File: config.mk
export PLATFORM = sky130hd
export DESIGN_NAME = rr_arbiter4_flat
export DESIGN_NICKNAME = d
export VERILOG_FILES = /design/src/rtl/rr_arbiter4_if.sv /design/src/rtl/rr_arbiter4.sv /design/src/flat_wrapper.sv
export SDC_FILE = /design/constraint.sdc
export NUM_CORES = 1
export LEC_CHECK = 0
export ABC_AREA = 1
export BUFFER_PORTS_ARGS = -buffer_cell sky130_fd_sc_hd__buf_2
export CORE_MARGIN = 2
export CORE_UTILIZATION = 30
export CTS_BUF_LIST = sky130_fd_sc_hd__clkbuf_4
export CTS_CLUSTER_SIZE = 28
export DETAILED_ROUTE_END_ITERATION = 10
export GPL_TIMING_DRIVEN = 1
export SLEW_MARGIN = 5
export SYNTH_ARGS = -nofsm -noshare
export SYNTH_HDL_FRONTEND = slang
export SYNTH_SLANG_ARGS = --single-unit
File: constraint.sdc
create_clock -name clk -period 2.8 [get_ports clk]
set_input_delay 0.84 -clock clk [delete_from_list [all_inputs] [get_ports clk]]
set_output_delay 0.84 -clock clk [all_outputs]
set_load 0.03 [all_outputs]
File: src/rtl/rr_arbiter4_if.sv
// Handshake bundle between four requesters and the round-robin arbiter.
// The master side drives requests/release; the slave side (arbiter) drives the grant.
interface rr_arbiter4_if;
  logic [3:0] req;
  logic       release_gnt;
  logic [3:0] gnt;
  logic [1:0] gnt_idx;
  logic       busy;
  logic       preempt;

  modport master (
    output req, release_gnt,
    input  gnt, gnt_idx, busy, preempt
  );

  modport slave (
    input  req, release_gnt,
    output gnt, gnt_idx, busy, preempt
  );
endinterface

File: src/rtl/rr_arbiter4.sv
// Four-requester round-robin arbiter with owner release, abandonment and hold timeout.
// state | meaning
// IDLE  | no owner; arbitrate among req starting after the last owner
// BUSY  | one owner holds the grant until release, drop or timeout
module rr_arbiter4 #(
  parameter int HOLD_MAX = 8,
  parameter int CNT_W    = 4
) (
  input  logic         clk,
  input  logic         rst_n,
  rr_arbiter4_if.slave bus
);

  typedef enum logic {IDLE, BUSY} state_t;

  state_t             state;
  logic [1:0]         last;
  logic [CNT_W-1:0]   hold_left;
  logic [3:0]         gnt_q;
  logic [1:0]         gnt_idx_q;
  logic               busy_q;
  logic               preempt_q;

  logic [1:0]         winner;
  logic [1:0]         cand;
  logic               found;
  logic               owner_req;
  logic               grant_end;

  // Circular scan beginning just after the previous owner; k=4 wraps back onto last.
  always_comb begin
    winner = last;
    cand   = '0;
    found  = 1'b0;
    for (int k = 1; k <= 4; k++) begin
      cand = last + 2'(k);
      if (!found && bus.req[cand]) begin
        winner = cand;
        found  = 1'b1;
      end
    end
  end

  assign owner_req = bus.req[gnt_idx_q];
  assign grant_end = bus.release_gnt || !owner_req || (hold_left == '0);

  always_ff @(posedge clk or negedge rst_n) begin
    if (!rst_n) begin
      state     <= IDLE;
      last      <= 2'd3;
      hold_left <= '0;
      gnt_q     <= '0;
      gnt_idx_q <= '0;
      busy_q    <= 1'b0;
      preempt_q <= 1'b0;
    end else begin
      preempt_q <= 1'b0;
      if (state == IDLE) begin
        if (found) begin
          gnt_q     <= 4'b0001 << winner;
          gnt_idx_q <= winner;
          busy_q    <= 1'b1;
          hold_left <= CNT_W'(HOLD_MAX - 1);
          state     <= BUSY;
        end
      end else begin
        if (grant_end) begin
          gnt_q     <= '0;
          busy_q    <= 1'b0;
          last      <= gnt_idx_q;
          hold_left <= '0;
          state     <= IDLE;
          // Only a pure timeout preempts; release and abandonment are normal ends.
          preempt_q <= !bus.release_gnt && owner_req;
        end else begin
          hold_left <= hold_left - 1'b1;
        end
      end
    end
  end

  assign bus.gnt     = gnt_q;
  assign bus.gnt_idx = gnt_idx_q;
  assign bus.busy    = busy_q;
  assign bus.preempt = preempt_q;

endmodule

File: src/flat_wrapper.sv
// flat-port wrapper written by rule: the top's interface ports become plain ports
module rr_arbiter4_flat 
#(
  parameter int HOLD_MAX = 8,
  parameter int CNT_W    = 4
)
  (clk, rst_n, bus_req, bus_release_gnt, bus_gnt, bus_gnt_idx, bus_busy, bus_preempt);
  rr_arbiter4_if bus_i ();
  input  logic clk;
  input  logic rst_n;
  input wire logic [$bits(bus_i.req)-1:0] bus_req;
  input wire logic [$bits(bus_i.release_gnt)-1:0] bus_release_gnt;
  output wire logic [$bits(bus_i.gnt)-1:0] bus_gnt;
  output wire logic [$bits(bus_i.gnt_idx)-1:0] bus_gnt_idx;
  output wire logic [$bits(bus_i.busy)-1:0] bus_busy;
  output wire logic [$bits(bus_i.preempt)-1:0] bus_preempt;
  assign bus_i.req = bus_req;
  assign bus_i.release_gnt = bus_release_gnt;
  assign bus_gnt = bus_i.gnt;
  assign bus_gnt_idx = bus_i.gnt_idx;
  assign bus_busy = bus_i.busy;
  assign bus_preempt = bus_i.preempt;
  rr_arbiter4 #(.HOLD_MAX(HOLD_MAX), .CNT_W(CNT_W)) u_core (.clk(clk), .rst_n(rst_n), .bus(bus_i));
endmodule
==> qor.tcl, run 1 <==
set qor(post-synth-top-area-fraction_pct) 30.52
set qor(synth.distinct_cells) 23
set qor(yosysWarnings) 0
set qor(post_synth.cell_area_avg_um2) 7.302
set qor(clk_pin_slew_ns) 0.09
set qor(stdcell_count) 208
set qor(critPathLaunchType) {register}
set qor(design.portCount) 15
set qor(maxCapViolCount) 0
set qor(globalRouteOverflowTotal) 0
set qor(area_growth_pct) 13.26
set qor(grt_setup_unrepaired) {no}
set qor(endpoint_kind) {register}
set qor(worst-setup-path-type) {register to register}
set qor(die-area_mm2) 0.004046
set qor(worst_pin_slew_ns) 0.3466
set qor(min-delay-path-class) {primary input to asynchronous set/reset pin}
set qor(global_route_wire_length_before_repair_mm) 3.422
set qor(clock_tree_from_tritoncts) {done}
set qor(yosys.area.top_type) {sky130_fd_sc_hd__dfrtp_1}
set qor(routed_wl_mm) 2.024
set qor(post_cts_buffers) 0
set qor(synthCells) 146
set qor(hold_viol) 0
set qor(insertion_delay_ns) 0.27
set qor(slew_margin_rel_pct) 76.65
set qor(num_antenna_cells) 0
set qor(synth_seq_cells) 15
set qor(initial_core_util_pct) 31.70
set qor(drt_iter0_markers) 47
set qor(finalWorstPathRequiredPeriod_ns) 1.843
set qor(synth.most_common_cell) {sky130_fd_sc_hd__nand2_1}
set qor(cts.repair.resized) 0
set qor(grt_pass1_vias) 805
set qor(cellPowerDensity_mw_per_mm2) 1344
set qor(avgRoutedWirePerCell_um) 9.731
set qor(detailroute.via_count) 897
set qor(number_of_antenna_violations_at_the_first_check_in_global_routing) 0
set qor(r2r_end) {u_core.bus.gnt[0]}
set qor(io_buffers) 14
set qor(timing.final.setup_violations) 0
set qor(timing.critical_path.required_ns) 2.97
set qor(post_dp_cell_area_mm2) 0.001177
set qor(placeableCoreArea_mm2) 0.003363
set qor(setup_total_negative_slack_ns) 0
set qor(synth_async_sr_flop_share_pct) 100.0
set qor(hpwlAfterDp_mm) 1.613
set qor(drt_drc_violations_left) 0
set qor(finalClockSkew_ns) 0.003204
set qor(drive_gt1_share_pct) 30.25
set qor(globalplace.congestion) 0.7940
set qor(timing.final.crit_share_pct) 65.83
set qor(synth.cell_area_mm2) 0.001066
set qor(dr.pass1.iters) 4
set qor(fin_nets) 171
set qor(fmax_ghz) 0.5425
set qor(global_route.usage.total_pct) 10.44
set qor(numClockSinks) 15
set qor(ctsHtreeMaxLevel) 1
set qor(row_count) 21
set qor(timing.critical_path.arrival_ns) 2.01
set qor(timing.rr.start) {u_core.last[0]}
set qor(cellLeakagePower_nw) 0.6449
set qor(grt_start_max_net_pins) 16
set qor(synth_ff_type) {sky130_fd_sc_hd__dfrtp_1}
set qor(synth.top_cells.by_area) {sky130_fd_sc_hd__dfrtp_1, sky130_fd_sc_hd__nand2_1, sky130_fd_sc_hd__nand3_1}
set qor(vias_per_cell) 4.313
set qor(stdcell_area_mm2) 0.001207
set qor(synth_enable_flop_cells) 0
set qor(status) {completed}
set qor(root_buffer_cell) {sky130_fd_sc_hd__clkbuf_4}
set qor(path_max_fanout) 11
set qor(number_of_cts_inserted_buffers) 3
set qor(reg2reg_setup_slack_ns) 0.96
set qor(rr_worst_depth) 9
set qor(max-clock-path-buffers) 2
set qor(drt.antenna.violating_nets) 0
set qor(maximum_ir_drop_on_the_vdd_rail_uv) 509.6
set qor(placed_cells_incl_taps) 204
set qor(fp.dieW_um) 63.61
set qor(synth_top_cells_by_count) {sky130_fd_sc_hd__nand2_1, sky130_fd_sc_hd__nand3_1, sky130_fd_sc_hd__dfrtp_1}
set qor(cts-hold-fix-buffers) 0
set qor(chipHeight_um) 63.61
set qor(mappedNetlistNets) 154
set qor(count_of_final_max_slew_check_failures) 0
set qor(ys_seq_area_share_pct) 35.45
[area by class of cell]
class	count	area (um2)
clock buffers	4	30.03
repair buffers	14	70.07
fillers	380	2156
well taps	46	57.56
flip-flops and latches	15	377.9
multi-input cells	111	601.8
inverters	18	70.07
[cells in the final DEF, fill, tap and decap left out]
| cell | count |
|---|---|
| sky130_fd_sc_hd__a21boi_0 | 2 |
| sky130_fd_sc_hd__a21o_1 | 1 |
| sky130_fd_sc_hd__a21oi_1 | 1 |
| sky130_fd_sc_hd__buf_2 | 14 |
| sky130_fd_sc_hd__clkbuf_4 | 4 |
| sky130_fd_sc_hd__dfrtp_1 | 13 |
| sky130_fd_sc_hd__dfstp_2 | 2 |
| sky130_fd_sc_hd__ha_1 | 1 |
| sky130_fd_sc_hd__inv_1 | 12 |
| sky130_fd_sc_hd__inv_2 | 5 |
| sky130_fd_sc_hd__inv_4 | 1 |
| sky130_fd_sc_hd__nand2_1 | 49 |
| sky130_fd_sc_hd__nand2_2 | 10 |
| sky130_fd_sc_hd__nand2_4 | 4 |
| sky130_fd_sc_hd__nand2_8 | 1 |
| sky130_fd_sc_hd__nand3_1 | 17 |
| sky130_fd_sc_hd__nand3_2 | 1 |
| sky130_fd_sc_hd__nand3_4 | 1 |
| sky130_fd_sc_hd__nor2_1 | 4 |
| sky130_fd_sc_hd__nor2_2 | 2 |
| sky130_fd_sc_hd__nor2_4 | 4 |
| sky130_fd_sc_hd__o21ai_0 | 10 |
| sky130_fd_sc_hd__o21ai_1 | 3 |
[how the worst max path moves through the flow]
stage               slack (ns)                    end  cells past startpoint             startpoint
floorplan                 1.05  u_core.bus.gnt_idx[0]                      8             bus_req[2]
global placement          0.78      u_core.bus.gnt[0]                      9             bus_req[3]
detailed placement        0.80      u_core.bus.gnt[0]                      9             bus_req[2]
CTS                       0.93         bus_gnt_idx[0]                      1  u_core.bus.gnt_idx[0]
global route              0.82      u_core.bus.gnt[3]                      9         u_core.last[0]
finish                    0.96      u_core.bus.gnt[0]                      9         u_core.last[0]
[power breakdown]
group / leakage [nW] / total (mW) / internal [mW] / switching [mW]
Sequential: 0.183 / 0.416 / 0.319 / 0.0971
Clock: 0.0184 / 0.129 / 0.0649 / 0.0642
Combinational: 0.443 / 1.08 / 0.353 / 0.724
Total: 0.645 / 1.62 / 0.737 / 0.885
[routing by layer]
metal | vias up | GRT usage [%] | routed length [um]
met2 | 11 | 17.11 | 931
met3 | 2 | 1.607 | 47
li1 | 497 | - | -
met5 | - | 0 | 0
met4 | 0 | 3.261 | 16
met1 | 387 | 14.08 | 1029
[sequential cells by signal, indices dropped and copies added (netlist names)]
| register | flops |
|---|---|
| u_core.bus.gnt_idx | 2 |
| u_core.hold_left | 4 |
| u_core.bus.busy | 1 |
| u_core.state | 1 |
| u_core.last | 2 |
| u_core.bus.gnt | 4 |
| u_core.bus.preempt | 1 |
[metrics by stage]
| stage | hold slack [ns] | util [%] | setup slack [ns] | power [mW] |
|---|---|---|---|---|
| 2_1_floorplan | 0.4809 | - | 1.052 | 1.322 |
| 3_3_place_gp | 0.4757 | 35.01 | 0.7786 | 1.517 |
| 3_5_place_dp | 0.4685 | 35.01 | 0.8025 | 1.511 |
| 4_1_cts | 0.4543 | 35.90 | 0.9343 | 1.648 |
| 5_1_grt | 0.4620 | 35.90 | 0.8161 | 1.797 |
| 6_report | 0.4519 | 35.90 | 0.9567 | 1.622 |
[critical path, cell delays in order, from the launching register on]
cell and delay (ns):
sky130_fd_sc_hd__dfstp_2 0.67, sky130_fd_sc_hd__inv_2 0.14, sky130_fd_sc_hd__nand2_1 0.10, sky130_fd_sc_hd__nand2_1 0.06, sky130_fd_sc_hd__o21ai_0 0.30, sky130_fd_sc_hd__nand3_4 0.16, sky130_fd_sc_hd__nand2_8 0.13, sky130_fd_sc_hd__nor2_4 0.06
sky130_fd_sc_hd__nand2_1 0.06, sky130_fd_sc_hd__nand2_1 0.05
[cells by family after synthesis]
| family | after synthesis | synth area share, % |
|---|---|---|
| AND/OR/NAND/NOR | 93 | 46.60 |
| flip-flops | 15 | 35.45 |
| adder cells (fa/ha/maj) | 1 | 1.174 |
| AO/OA/AOI/OAI | 17 | 8.685 |
| buffers and inverters | 20 | 8.098 |
Note: power is estimated with default switching activity, not from simulation.
==> run 2: changes to the inputs <==
--- a/config.mk
+++ b/config.mk
@@ -5,7 +5,7 @@
 export SDC_FILE = /design/constraint.sdc
 export NUM_CORES = 1
 export LEC_CHECK = 0
-export ABC_AREA = 1
+export ABC_AREA = 0
 export BUFFER_PORTS_ARGS = -buffer_cell sky130_fd_sc_hd__buf_2
 export CORE_MARGIN = 2
 export CORE_UTILIZATION = 30
==> constraint.sdc (replaced) <==
create_clock -name clk -period 1.9 [get_ports clk]
set_input_delay 0.57 -clock clk [delete_from_list [all_inputs] [get_ports clk]]
set_output_delay 0.57 -clock clk [all_outputs]
set_load 0.03 [all_outputs]
==> run 2 against run 1 <==
- maximum frequency is 4.9% higher
- core utilization is 0.26 points higher
- design area is 17% lower
- clock-buffer cell count stayed put
- clock skew is 0.0053 ns higher
- first-iteration DRC count is 40% lower
- sequential share of layout area is 6.6 points higher
- non-clock buffer count is 2 higher
- cell count is 35% lower
==> qor.tcl, run 2 <==
set qor(status) {completed}
set qor(endpoint_kind) {register}
set qor(placeableCoreArea_mm2) 0.002758 ;# -18%
set qor(ctsHtreeMaxLevel) 1 ;# unchanged
set qor(insertion_delay_ns) 0.29 ;# +0.02 ns
set qor(count_of_final_max_slew_check_failures) 0 ;# unchanged
set qor(mostFrequentLayoutCell) {sky130_fd_sc_hd__buf_2}
set qor(p_comb_share_pct) 49.9 ;# -17 points
set qor(synth.cell_area_um2) 864.6 ;# -19%
set qor(synth_enable_flop_cells) 0 ;# unchanged
set qor(dr.pass1.iters) 4 ;# unchanged
set qor(hold_viol) 0 ;# unchanged
set qor(timing.final.crit_share_pct) 92.51 ;# +27 points
set qor(synth.most_common_cell) {sky130_fd_sc_hd__dfrtp_1}
set qor(cellLeakagePower_nw) 0.4515 ;# -30%
set qor(design.portCount) 15 ;# unchanged
set qor(fin_nets) 113 ;# -34%
set qor(synth_async_sr_flop_share_pct) 100.0 ;# unchanged
set qor(drt_drc_violations_left) 0 ;# unchanged
set qor(min-delay-path-class) {primary input to asynchronous set/reset pin}
set qor(max-clock-path-buffers) 2 ;# unchanged
set qor(cts-hold-fix-buffers) 0 ;# unchanged
set qor(filler_cell_count) 296 ;# -22%
set qor(synth_ff_type) {sky130_fd_sc_hd__dfrtp_1}
set qor(fp.dieW_um) 57.69 ;# -9.3%
set qor(p_int_mw) 0.9005 ;# +22%
set qor(clk_pin_slew_ns) 0.09 ;# about the same
set qor(post-synth-top-area-fraction_pct) 37.63 ;# +7.1 points
set qor(timing.critical_path.arrival_ns) 1.97 ;# -0.04 ns
set qor(timing.critical_path.required_ns) 2.12 ;# -0.85 ns
set qor(synthCells) 87 ;# -40%
set qor(synth.top_cells.by_area) {sky130_fd_sc_hd__dfrtp_1, sky130_fd_sc_hd__dfstp_2, sky130_fd_sc_hd__mux2_4}
set qor(routed_wl_mm) 1.935 ;# -4.4%
set qor(worst-setup-path-type) {register to register}
set qor(cts.repair.resized) 0 ;# unchanged
set qor(clock_tree_from_tritoncts) {done}
set qor(sw_frac_of_total_pct) 46.18 ;# -8.4 points
set qor(drt.antenna.violating_nets) 0 ;# unchanged
set qor(switching_power_mw) 0.7725 ;# -13%
set qor(yosys.area.top_type) {sky130_fd_sc_hd__dfrtp_1}
set qor(ys_seq_area_share_pct) 43.70 ;# +8.3 points
set qor(hpwlAfterDp_mm) 1.425 ;# -12%
set qor(timing.final.setup_violations) 0 ;# unchanged
set qor(critPathLaunchType) {register}
set qor(area_growth_pct) 15.34
set qor(io_buffers) 14 ;# unchanged
set qor(cellPowerDensity_mw_per_mm2) 1678 ;# +25%
set qor(worst_pin_slew_ns) 0.4850 ;# +0.1384 ns
set qor(number_of_cts_inserted_buffers) 3 ;# unchanged
set qor(yosysWarnings) 0 ;# unchanged
set qor(global_route.usage.total_pct) 12.92 ;# +2.5 points
set qor(synth_seq_cells) 15 ;# unchanged
set qor(detailroute.via_count) 727 ;# -19%
set qor(num_antenna_cells) 0 ;# unchanged
set qor(mappedNetlistNets) 95 ;# -38%
set qor(grt_start_max_net_pins) 16 ;# unchanged
set qor(root_buffer_cell) {sky130_fd_sc_hd__clkbuf_4}
set qor(globalplace.congestion) 0.6984 ;# -12%
set qor(placed_cells_incl_taps) 131 ;# -36%
set qor(grt_pass1_vias) 696 ;# -14%
set qor(drt_iter0_markers) 28 ;# -40%
set qor(post_cts_buffers) 0 ;# unchanged
set qor(drive_gt1_share_pct) 30.77 ;# +0.52 points
set qor(finalWorstPathRequiredPeriod_ns) 1.758 ;# -0.08556 ns
set qor(global_route_wire_length_before_repair_mm) 3.249 ;# -5.1%
set qor(synth.distinct_cells) 38 ;# +65%
set qor(initial_core_util_pct) 31.35 ;# -0.34 points
set qor(globalRouteOverflowTotal) 0 ;# unchanged
set qor(stdcell_count) 135 ;# -35%
set qor(numClockSinks) 15 ;# unchanged
set qor(maximum_ir_drop_on_the_vdd_rail_uv) 947.5 ;# +86%
set qor(die-area_mm2) 0.003328 ;# -18%
set qor(seq_power_share_pct) 38.5 ;# +13 points
set qor(post_synth.cell_area_avg_um2) 9.938 ;# +36%
set qor(final_cell_mix) {sky130_fd_sc_hd__buf_2, sky130_fd_sc_hd__dfrtp_1, sky130_fd_sc_hd__nand2_1}
set qor(synth_top_cells_by_count) {sky130_fd_sc_hd__dfrtp_1, sky130_fd_sc_hd__nand2_1, sky130_fd_sc_hd__inv_1}
set qor(finalClockSkew_ns) 0.008463 ;# +0.005259 ns
set qor(clock_power_share_pct) 11.6 ;# +3.6 points
set qor(grt_setup_unrepaired) {no}
set qor(path_max_fanout) 7 ;# -4
set qor(avgRoutedWirePerCell_um) 14.33 ;# +47%
set qor(fmax_ghz) 0.5689 ;# +4.9%
set qor(chipHeight_um) 57.69 ;# -9.3%
set qor(number_of_antenna_violations_at_the_first_check_in_global_routing) 0 ;# unchanged
set qor(setup_total_negative_slack_ns) 0 ;# unchanged
set qor(vias_per_cell) 5.385 ;# +25%
set qor(final_core_utilization_pct) 36.16 ;# +0.26 points
set qor(regArea_um2) 377.9 ;# unchanged
set qor(row_count) 19 ;# -9.5%
set qor(maxCapViolCount) 0 ;# unchanged
set qor(footprint_of_the_multi_input_gates_um2) 442.9 ;# -26%
set qor(slew_margin_rel_pct) 67.37 ;# -9.3 points
## run 2: final timing paths
path | to | slack, ns | cells after the start | startpoint
min in group clk | u_core.bus.busy | 0.51 | 2 | u_core.bus.busy
hold reg to reg | u_core.bus.busy | 0.51 | 2 | u_core.bus.busy
max in group asynchronous | u_core.last[0] | 1.43 | 1 | rst_n
setup / recovery | u_core.last[0] | 0.14 | 5 | u_core.hold_left[0]
hold / removal | u_core.bus.gnt_idx[0] | 0.17 | 1 | rst_n
setup reg to reg | u_core.last[0] | 0.14 | 5 | u_core.hold_left[0]
## run 2: power by group through the flow
| stage | clock (mW) | combinational [mW] | sequential (mW) |
|---|---|---|---|
| after global placement | 0 | 0.821 | 0.638 |
| final | 0.195 | 0.834 | 0.644 |
| after CTS | 0.196 | 0.842 | 0.642 |
| after detailed placement | 0 | 0.834 | 0.644 |
| after floorplan | 0 | 0.551 | 0.721 |
| after global routing | 0.217 | 0.915 | 0.665 |
## run 2: metrics by stage
stage / hold slack, ns / setup WS [ns] / instance area (um2) / total power, mW
2_1_floorplan: 0.2744 / 0.2767 / 864.6 / 1.272
3_3_place_gp: 0.4910 / 0.1538 / 967.2 / 1.459
3_5_place_dp: 0.4893 / 0.1369 / 967.2 / 1.478
4_1_cts: 0.1835 / 0.1254 / 997.2 / 1.680
5_1_grt: 0.1801 / 0.06187 / 997.2 / 1.797
6_report: 0.1683 / 0.1423 / 997.2 / 1.673
## run 2: worst max-delay path: stages (launching register included)
cell and delay (ns):
sky130_fd_sc_hd__dfrtp_1 0.41, sky130_fd_sc_hd__inv_1 0.06, sky130_fd_sc_hd__ha_1 0.14, sky130_fd_sc_hd__or3b_1 0.51, sky130_fd_sc_hd__a21oi_4 0.25, sky130_fd_sc_hd__mux2_4 0.31
## run 2: routing by layer
metal / wire, um / global-route usage (%) / vias up
li1: - / - / 355
met1: 865 / 16.26 / 341
met2: 893 / 19.81 / 23
met3: 124 / 5.357 / 8
met4: 51 / 4.983 / 0
met5: 0 / 0 / -
## run 2: layout make-up
class	instances	area share (%)
repair buffers	16	8.532
well taps	31	3.890
inverters	6	2.258
clock buffers	4	3.011
multi-input cells	63	44.42
flip-flops and latches	15	37.89
## run 2: cells by family (layout without fill, tap and decap cells)
| logic type | count (synthesis) | count (layout) | share of synthesized area (%) |
|---|---|---|---|
| buf+inv | 9 | 26 | 5.065 |
| compound gates | 27 | 27 | 23.59 |
| xor+xnor | 1 | 1 | 1.013 |
| simple gates | 30 | 30 | 19.39 |
| mux | 4 | 4 | 5.789 |
| flops | 15 | 15 | 43.70 |
| fa+ha+maj | 1 | 1 | 1.447 |
==> run 3: changes to the inputs <==
--- a/config.mk
+++ b/config.mk
@@ -6,7 +6,7 @@
 export NUM_CORES = 1
 export LEC_CHECK = 0
 export ABC_AREA = 0
-export BUFFER_PORTS_ARGS = -buffer_cell sky130_fd_sc_hd__buf_2
+export BUFFER_PORTS_ARGS = -buffer_cell sky130_fd_sc_hd__buf_4
 export CORE_MARGIN = 2
 export CORE_UTILIZATION = 30
 export CTS_BUF_LIST = sky130_fd_sc_hd__clkbuf_4
==> run 3 against run 2 <==
- first-iteration DRC count decreased by 39%
- via count fell by 2.8%
- register-to-register slack barely moved
- sequential share of layout area decreased by 1.2 points
- core utilization is 1.2 points higher
- worst setup slack got worse by 0.0066 ns
- routed wire length is 7.8% lower
- non-clock buffer count stayed put
- maximum frequency down 0.38%
- cell count did not move
- critical path type unchanged
==> qor.tcl, run 3 (synthesis results as in run 2) <==
set qor(global_route.usage.total_pct) 12.16 ;# -0.76 points
set qor(die-area_mm2) 0.003328 ;# unchanged
set qor(io_buffers) 14 ;# unchanged
set qor(cts.repair.resized) 0 ;# unchanged
set qor(hold_ws_ns) 0.1098 ;# -0.05852 ns
set qor(final_core_utilization_pct) 37.34 ;# +1.2 points
set qor(worst-setup-path-type) {register to register}
set qor(timing.critical_path.arrival_ns) 1.98 ;# about the same
set qor(fin_nets) 113 ;# unchanged
set qor(vias_per_cell) 5.237 ;# -2.8%
set qor(placeableCoreArea_mm2) 0.002758 ;# unchanged
set qor(placed_cells_incl_taps) 131 ;# unchanged
set qor(drt_drc_violations_left) 0 ;# unchanged
set qor(initial_core_util_pct) 31.35 ;# unchanged
set qor(fp.dieW_um) 57.69 ;# unchanged
set qor(min-delay-path-class) {primary input to asynchronous set/reset pin}
set qor(clk_pin_slew_ns) 0.09 ;# about the same
set qor(global_route_wire_length_before_repair_mm) 3.056 ;# -5.9%
set qor(grt_start_max_net_pins) 16 ;# unchanged
set qor(finalWorstPathRequiredPeriod_ns) 1.764 ;# +0.006642 ns
set qor(dr.pass1.iters) 4 ;# unchanged
set qor(chipHeight_um) 57.69 ;# unchanged
set qor(endpoint_kind) {register}
set qor(row_count) 19 ;# unchanged
set qor(stdcell_count) 135 ;# unchanged
set qor(switching_power_mw) 0.7742 ;# +0.22%
set qor(sw_frac_of_total_pct) 45.60 ;# -0.57 points
set qor(total_power_mw) 1.698 ;# +1.5%
set qor(stdcell_area_mm2) 0.001030 ;# +3.3%
set qor(final_cell_mix) {sky130_fd_sc_hd__buf_4, sky130_fd_sc_hd__dfrtp_1, sky130_fd_sc_hd__nand2_1}
set qor(post_cts_buffers) 0 ;# unchanged
set qor(pre_cts_slack_ns) 0.1389 ;# +0.001999 ns
set qor(maximum_ir_drop_on_the_vdd_rail_uv) 884.9 ;# -6.6%
set qor(ctsHtreeMaxLevel) 1 ;# unchanged
set qor(hold_viol) 0 ;# unchanged
set qor(maxCapViolCount) 0 ;# unchanged
set qor(numClockSinks) 15 ;# unchanged
set qor(number_of_antenna_violations_at_the_first_check_in_global_routing) 0 ;# unchanged
set qor(slew_margin_rel_pct) 73.97 ;# +6.6 points
set qor(timing.final.setup_violations) 0 ;# unchanged
set qor(p_comb_share_pct) 51.2 ;# +1.3 points
set qor(clock_tree_from_tritoncts) {done}
set qor(rr_worst_depth) 5 ;# unchanged
set qor(count_of_final_max_slew_check_failures) 0 ;# unchanged
set qor(max-clock-path-buffers) 2 ;# unchanged
set qor(filler_cell_count) 278 ;# -6.1%
set qor(drt.antenna.violating_nets) 0 ;# unchanged
set qor(drive_gt1_share_pct) 30.77 ;# unchanged
set qor(globalplace.congestion) 0.7650 ;# +9.5%
set qor(grt_setup_unrepaired) {no}
set qor(cellLeakagePower_nw) 0.4584 ;# +1.5%
set qor(hpwlAfterDp_mm) 1.376 ;# -3.4%
set qor(status) {completed}
set qor(design.portCount) 15 ;# unchanged
set qor(area_growth_pct) 19.10
set qor(number_of_cts_inserted_buffers) 3 ;# unchanged
set qor(post_dp_cell_area_mm2) 0.001002 ;# +3.6%
set qor(mostFrequentLayoutCell) {sky130_fd_sc_hd__buf_4}
set qor(grt_util_met3_pct) 3.348 ;# -2.0 points
set qor(globalRouteOverflowTotal) 0 ;# unchanged
set qor(critPathLaunchType) {register}
set qor(num_antenna_cells) 0 ;# unchanged
set qor(root_buffer_cell) {sky130_fd_sc_hd__clkbuf_4}
set qor(drt_iter0_markers) 17 ;# -39%
set qor(worst_pin_slew_ns) 0.3868 ;# -0.09812 ns
set qor(detailroute.via_count) 707 ;# -2.8%
set qor(global_route.peak_usage_layer) {met2}
set qor(insertion_delay_ns) 0.29 ;# about the same
set qor(seq_power_share_pct) 38.1 ;# -0.4 points
set qor(grt_pass1_vias) 654 ;# -6.0%
set qor(avgRoutedWirePerCell_um) 13.21 ;# -7.8%
set qor(timing.final.crit_share_pct) 92.86 ;# +0.35 points
set qor(cts-hold-fix-buffers) 0 ;# unchanged
set qor(finalClockSkew_ns) 0.01031 ;# +0.001851 ns
set qor(clock_power_share_pct) 10.7 ;# -0.9 points
set qor(groute.layer.met2.usage_pct) 17.69 ;# -2.1 points
set qor(timing.critical_path.required_ns) 2.11 ;# about the same
set qor(cellPowerDensity_mw_per_mm2) 1649 ;# -1.7%
set qor(p_int_mw) 0.9234 ;# +2.6%
set qor(path_max_fanout) 7 ;# unchanged
set qor(worst_slack_ns) 0.1356 ;# -0.006642 ns
set qor(global_route.usage.met1_pct) 17.09 ;# +0.83 points
set qor(routed_wl_mm) 1.784 ;# -7.8%
set qor(fmax_ghz) 0.5668 ;# -0.38%
set qor(setup_total_negative_slack_ns) 0 ;# unchanged
==> run 3: metal layers <==
layer	wire length (um)	vias to the layer above	part of all wire, %
met2	839	21	47
met4	23	0	1.3
met5	0	-	0
li1	-	350	-
met3	93	4	5.2
met1	828	332	46
==> run 3: final timing paths <==
check	from	slack (ns)	to
min	rst_n	0.11	u_core.bus.gnt[3]
min in group clk	u_core.hold_left[0]	0.52	u_core.hold_left[0]
min reg2reg	u_core.hold_left[0]	0.52	u_core.hold_left[0]
max in group asynchronous	rst_n	1.54	u_core.last[1]
max	u_core.hold_left[0]	0.14	u_core.last[1]
max reg2reg	u_core.hold_left[0]	0.14	u_core.last[1]
==> run 3: area by class of cell <==
cell class,instances,area (um2),share of cell area [%]
Clock buffer,3,22.52,2.187
Clock inverter,1,5.005,0.4860
Inverter,6,22.52,2.187
Multi-Input combinational cell,63,442.9,43.01
Sequential cell,15,377.9,36.69
Tap cell,31,38.79,3.767
Timing Repair Buffer,16,120.1,11.66
==> run 3: worst max-delay path, cell delays in order (launching register included) <==
cell and delay [ns]:
sky130_fd_sc_hd__dfrtp_1 0.41, sky130_fd_sc_hd__inv_1 0.07, sky130_fd_sc_hd__ha_1 0.14, sky130_fd_sc_hd__or3b_1 0.51
sky130_fd_sc_hd__a21oi_4 0.25, sky130_fd_sc_hd__mux2_4 0.32
==> run 3: power by group through the flow <==
| stage | sequential [mW] | clock, mW | combinational [mW] |
|---|---|---|---|
| after global placement | 0.642 | 0 | 0.865 |
| final | 0.647 | 0.182 | 0.869 |
| after global routing | 0.675 | 0.206 | 0.947 |
| after CTS | 0.647 | 0.187 | 0.879 |
| after floorplan | 0.721 | 0 | 0.551 |
| after detailed placement | 0.651 | 0 | 0.874 |
